$ cat config.mk
export PLATFORM = sky130hd
export DESIGN_NAME = exc_check_requester
export DESIGN_NICKNAME = d
export VERILOG_FILES = /design/src/rtl/exc_check_requester.sv
export SDC_FILE = /design/constraint.sdc
export NUM_CORES = 1
export LEC_CHECK = 0
export ABC_AREA = 1
export CORE_MARGIN = 2
export CORE_UTILIZATION = 40
export CTS_BUF_LIST = sky130_fd_sc_hd__clkbuf_8
export DETAILED_ROUTE_END_ITERATION = 7
export GPL_TIMING_DRIVEN = 0
export HOLD_SLACK_MARGIN = 0.12
export PLACE_DENSITY = 0.74
export SLEW_MARGIN = 10
export SYNTH_ARGS = -nofsm -noshare
export SYNTH_HDL_FRONTEND = slang
export SYNTH_SLANG_ARGS = --single-unit
$ cat constraint.sdc
create_clock -name CLK -period 1.6 [get_ports CLK]
set_clock_uncertainty 0.15 [all_clocks]
set_input_delay 0.4 -clock CLK [delete_from_list [all_inputs] [get_ports CLK]]
set_output_delay 0.4 -clock CLK [all_outputs]
set_load 0.03 [all_outputs]
$ cat src/rtl/exc_check_requester.sv
// rtl/exc_check_requester.sv - FIFO-buffered initiator for the FP exception-check handshake.
// Optional ACK watchdog with sticky timeout_flag port when TIMEOUT_EN is defined.
module exc_check_requester #(
  parameter int DEPTH          = 4,
  parameter int CNT_W          = 16,
  parameter int TIMEOUT_CYCLES = 15
) (
  input  logic             CLK,
  input  logic             RSTN,
  input  logic [31:0]      in_data,
  input  logic             in_valid,
  output logic             in_ready,
  output logic [31:0]      chk_data,
  output logic             chk_valid,
  input  logic             chk_ack,
  input  logic [2:0]       chk_exc,
  output logic [31:0]      res_data,
  output logic [2:0]       res_exc,
  output logic             res_valid,
  input  logic             res_ready,
  output logic [CNT_W-1:0] inf_count,
  output logic [CNT_W-1:0] nan_count,
  output logic             busy
`ifdef TIMEOUT_EN
  ,
  output logic             timeout_flag
`endif
);

  localparam int AW = $clog2(DEPTH);

  typedef enum logic [1:0] {IDLE, ISSUE, WAIT} state_t;

  state_t            state_q, state_d;
  logic [31:0]       mem_q [DEPTH];
  logic [31:0]       mem_d [DEPTH];
  logic [AW:0]       wr_ptr_q, wr_ptr_d;
  logic [AW:0]       rd_ptr_q, rd_ptr_d;
  logic [31:0]       chk_data_q, chk_data_d;
  logic              chk_valid_q, chk_valid_d;
  logic [31:0]       res_data_q, res_data_d;
  logic [2:0]        res_exc_q, res_exc_d;
  logic              res_valid_q, res_valid_d;
  logic [CNT_W-1:0]  inf_q, inf_d;
  logic [CNT_W-1:0]  nan_q, nan_d;
  logic              full, empty, push;
  logic              capture;
  logic [2:0]        cap_code;

`ifdef TIMEOUT_EN
  localparam int TW = $clog2(TIMEOUT_CYCLES + 1);
  logic [TW-1:0]     tmo_cnt_q, tmo_cnt_d;
  logic              timeout_flag_q, timeout_flag_d;
`endif

  // Pointers carry one extra wrap bit so full and empty stay distinguishable.
  assign empty = (wr_ptr_q == rd_ptr_q);
  assign full  = (wr_ptr_q[AW] != rd_ptr_q[AW]) && (wr_ptr_q[AW-1:0] == rd_ptr_q[AW-1:0]);
  assign push  = in_valid && !full;

  always_comb begin
    state_d     = state_q;
    mem_d       = mem_q;
    wr_ptr_d    = wr_ptr_q;
    rd_ptr_d    = rd_ptr_q;
    chk_data_d  = chk_data_q;
    chk_valid_d = chk_valid_q;
    res_data_d  = res_data_q;
    res_exc_d   = res_exc_q;
    res_valid_d = res_valid_q;
    inf_d       = inf_q;
    nan_d       = nan_q;
    capture     = 1'b0;
    cap_code    = chk_exc;
`ifdef TIMEOUT_EN
    tmo_cnt_d      = (state_q == WAIT) ? tmo_cnt_q + 1'b1 : '0;
    timeout_flag_d = timeout_flag_q;
`endif

    if (push) begin
      mem_d[wr_ptr_q[AW-1:0]] = in_data;
      wr_ptr_d                = wr_ptr_q + 1'b1;
    end

    if (res_valid_q && res_ready) begin
      res_valid_d = 1'b0;
    end

    case (state_q)
      IDLE: begin
        if (!empty && !res_valid_q) begin
          chk_data_d  = mem_q[rd_ptr_q[AW-1:0]];
          chk_valid_d = 1'b1;
          rd_ptr_d    = rd_ptr_q + 1'b1;
          state_d     = ISSUE;
        end
      end
      // An ACK seen here answers the checker's previous sample, so it is dropped.
      ISSUE: state_d = WAIT;
      WAIT: begin
        if (chk_ack) begin
          capture = 1'b1;
`ifdef TIMEOUT_EN
        end else if (tmo_cnt_q == TW'(TIMEOUT_CYCLES - 1)) begin
          capture        = 1'b1;
          cap_code       = 3'b111;
          timeout_flag_d = 1'b1;
`endif
        end
      end
      default: state_d = IDLE;
    endcase

    if (capture) begin
      res_data_d  = chk_data_q;
      res_exc_d   = cap_code;
      res_valid_d = 1'b1;
      chk_valid_d = 1'b0;
      state_d     = IDLE;
      if (cap_code == 3'b011 && inf_q != '1) inf_d = inf_q + 1'b1;
      if (cap_code == 3'b100 && nan_q != '1) nan_d = nan_q + 1'b1;
    end
  end

  always_ff @(posedge CLK or negedge RSTN) begin
    if (!RSTN) begin
      state_q     <= IDLE;
      for (int i = 0; i < DEPTH; i++) mem_q[i] <= '0;
      wr_ptr_q    <= '0;
      rd_ptr_q    <= '0;
      chk_data_q  <= '0;
      chk_valid_q <= 1'b0;
      res_data_q  <= '0;
      res_exc_q   <= '0;
      res_valid_q <= 1'b0;
      inf_q       <= '0;
      nan_q       <= '0;
`ifdef TIMEOUT_EN
      tmo_cnt_q      <= '0;
      timeout_flag_q <= 1'b0;
`endif
    end else begin
      state_q     <= state_d;
      mem_q       <= mem_d;
      wr_ptr_q    <= wr_ptr_d;
      rd_ptr_q    <= rd_ptr_d;
      chk_data_q  <= chk_data_d;
      chk_valid_q <= chk_valid_d;
      res_data_q  <= res_data_d;
      res_exc_q   <= res_exc_d;
      res_valid_q <= res_valid_d;
      inf_q       <= inf_d;
      nan_q       <= nan_d;
`ifdef TIMEOUT_EN
      tmo_cnt_q      <= tmo_cnt_d;
      timeout_flag_q <= timeout_flag_d;
`endif
    end
  end

  assign in_ready  = !full;
  assign chk_data  = chk_data_q;
  assign chk_valid = chk_valid_q;
  assign res_data  = res_data_q;
  assign res_exc   = res_exc_q;
  assign res_valid = res_valid_q;
  assign inf_count = inf_q;
  assign nan_count = nan_q;
  assign busy      = !empty || (state_q != IDLE) || res_valid_q;
`ifdef TIMEOUT_EN
  assign timeout_flag = timeout_flag_q;
`endif

endmodule

==> metrics.md <==
| Metric | Value |
|---|---|
| Reg2Reg Depth | `11` |
| Largest cells by area after synthesis | `dfrtp_1 53%, nand2_1 21%, nand4_1 7.7%` |
| Power density over cell area | `approximately 2200 nW/um^2` |
| Final period utilization | `143%` |
| Average size of a mapped cell | `7.87 sq um` |
| #FFs+latches synth | `about 240` |
| Vias in the first global route | `11100` |
| Max Clk Rate | `438 MHz` |
| Req. time, crit path | `1.05 ns` |
| Failing checks | `negative setup slack` |
| Synth cell types | `25` |
| Total Power Consumption | `35.4 mW` |
| Setup crit end | `busy` |
| Yosys Warn Count | `0` |
| Final setup vio count | `just over 300` |
| Share of layout cells above drive strength 1 | `between 20% and 30%` |
| Critical Path Source | `wr_ptr_q[0]` |
| Total number of vias | `11700` |
| WP data arrival | `~1.7 ns` |
| Synthesized instance count | `roughly 1400` |
| Fill count | `approximately 2200` |
| Slew headroom | `a little over half` |
| Clk slew on worst S/H paths | `roughly 0.07 ns` |
| RSZ-0062 raised after global routing | `yes` |
| End-of-flow core utilization | `about three fifths` |
| Clk Latency, worst-skew pair | `~0.56 ns` |
| CTS Buffer Depth | `3` |
| Die footprint | `29200 sq um` |
| Final Max Tran Viols | `0` |
| HPWL after detailed placement | `~23 mm` |
| Worst setup margin | `-0.682 ns` |
| TritonCTS clock tree | `yes` |
| Worst hold slack | `approximately 0.13 ns` |
| DR iter-0 viols | `roughly 1400` |
| CORE AREA | `between 20000 and 30000 sq um` |
| Crit path kind | `reg -> out` |
| Syn-to-layout area delta | `45.9%` |
| Leading area contributor after synthesis | `dfrtp_1` |
| Antenna Violating Nets Remaining | `0` |
| EDFF count, synth | `0` |
| Post-route DRC | `0` |
| FF-to-FF Start | `wr_ptr_q[0]` |
| Crit path capture type | `output pin` |
| H-tree depth | `2` |
| Count leader, synth | `nand2_1` |
| CP Max Fanout | `4` |
| Syn nets | `approximately 1500` |
| Total Nets Final | `1768` |
| Most common library cells after synthesis | `612 x nand2_1, 237 x dfrtp_1, 137 x nand4_1` |
| Drt total wl | `a little under 40 mm` |
| Async set or reset register ratio after synthesis | `between 90% and 100%` |
| Final hold violation count | `0` |
| Total Routing Usage GR | `between 20 and 30%` |
| Max Cap Violations | `0` |
| Ports | `143` |
| Die height | `171 um` |
| Leak | `about 8 nW` |
| Minimum clock period | `~2.3 ns` |
| CTS Buf Count | `41` |
| Largest net degree at the start of global routing | `111` |
| Hold/Removal Path Class | `in -> async` |
| Row cnt | `61` |
| Root Buffer | `clkbuf_8` |
| TNS Setup | `-82.40 ns` |
| Global route overflow | `0` |
| Starting density of the core | `roughly 40%` |
| Wirelength per Cell | `around 18 um` |
| Antenna violations before repair | `0` |
| Max VDD drop | `0.888 mV` |
| Register area share after synthesis | `a little over half` |
| Worst Tran Pin Value | `a little over 0.7 ns` |
| Worst Setup Start Kind | `flip-flop` |
| TritonCTS Sinks | `237` |
| Vias/cell | `approximately 5.5` |
| First-pass GRT wire length | `approximately 60 mm` |
| Ys flop type | `dfrtp_1` |
| Die X | `roughly 170 um` |
| Mapped cell area | `around 11000 sq um` |
| Count of input and output buffers | `141` |
| Status | `complete, but fails checks` |
| Yosys top cell area share | `roughly 53%` |
| Ant diodes | `0` |
| Reg2reg end | `mem_q[60]` |
| Worst R2R Setup Slack | `-0.63 ns` |
| Pre-antenna DRT Iters | `8` |
| Routability cong. | `0.922` |
-- where the power goes --
part           internal, mW  leakage (nW)  switching [mW]
sequential             8.50          2.98            1.92
clock                  3.04         0.449            2.50
combinational          8.50          4.71            10.9
total                  20.0          8.14            15.3
-- per-stage QoR --
| stage | cell area (sq um) | cells | setup slack (ns) |
|---|---|---|---|
| global placement | 13200 | 1932 | -11.03 |
| floorplan | 11300 | 1413 | -0.0298 |
| detailed placement | 13200 | 1934 | -0.781 |
| CTS | 15900 | 2112 | -0.660 |
| finish | 16200 | 2121 | -0.682 |
| global route | 16200 | 2121 | -0.739 |
-- state kept, by name, summed over array words and instances (netlist names) --
signal,flops
res_exc,3
rd_ptr_q,3
mem_q,128
chk_data,32
nan_count,16
inf_count,16
chk_valid,1
state_q,2
res_data,32
wr_ptr_q,3
res_valid,1
-- critical path: stages (launching register included) --
cell     delay, ns
dfrtp_1       0.48
xnor2_4       0.25
buf_6         0.13
nand4_1       0.12
buf_6         0.18
-- metal layers --
layer  part of all wire [%]  track usage [%]
met5                      0                0
met4                    4.7             10.1
met3                    9.8             4.83
met2                     47             42.7
met1                     38             32.5
-- layout make-up --
cell class / instances / area [sq um] / area share (%)
sequential: 237 / 5970 / 36.8
multi-input combinational: 1050 / 5150 / 31.7
timing repair buffer: 268 / 2820 / 17.4
buffer: 94 / 915 / 5.63
clock buffer: 52 / 716 / 4.41
tap: 378 / 473 / 2.91
inverter: 29 / 111 / 0.686
clock inverter: 13 / 77.6 / 0.478
-- worst min path at each step --
stage | to | depth (start not counted) | slack [ns] | start
after floorplan | chk_data[0] | 0 | -0.05 | RSTN
after global placement | mem_q[82] | 2 | 0.30 | mem_q[82]
after detailed placement | nan_count[4] | 1 | 0.12 | RSTN
after CTS | nan_count[4] | 2 | 0.13 | RSTN
after global routing | nan_count[4] | 2 | 0.13 | RSTN
final | nan_count[4] | 2 | 0.13 | RSTN
-- cells by family (layout without fill, tap and decap cells) --
logic type	after synthesis	in the layout	synth area share, %
flops	237	237	53.3
xor+xnor	22	22	1.80
fa+ha+maj	7	7	0.787
buf+inv	126	456	4.80
simple gates	906	906	34.1
compound gates	115	115	5.23
-- placed cells by master (no fill, tap or decap), types with 3 or more instances in the layout --
cell	n
dfrtp_2	32
ha_1	3
nand3_4	5
clkbuf_2	9
buf_2	8
nand2_1	607
nor2_1	93
o21ai_2	18
nor2_4	22
nand2_2	4
xnor2_1	14
buf_1	5
buf_6	131
buf_16	3
buf_12	9
clkbuf_1	16
clkdlybuf4s50_1	37
nand4_1	137
inv_2	4
clkbuf_8	56
o21ai_1	62
ha_4	3
clkbuf_4	9
xor2_1	5
dfrtp_1	205
nand3_1	10
buf_8	19
o21ai_0	32
clkbuf_16	8
buf_4	100
bufbuf_16	3
nand3_2	4
inv_1	34
nor2_2	19
-- repair_timing --
action                                  CTS  global route
setup buffers                           106            11
pin swaps                                73            16
gates cloned                              8             4
resized for setup                      1004            88
hold buffers                              1             0
endpoints found under the hold margin   237             0
setup endpoints to repair               328           313
Power figures use the tool's default switching activity.
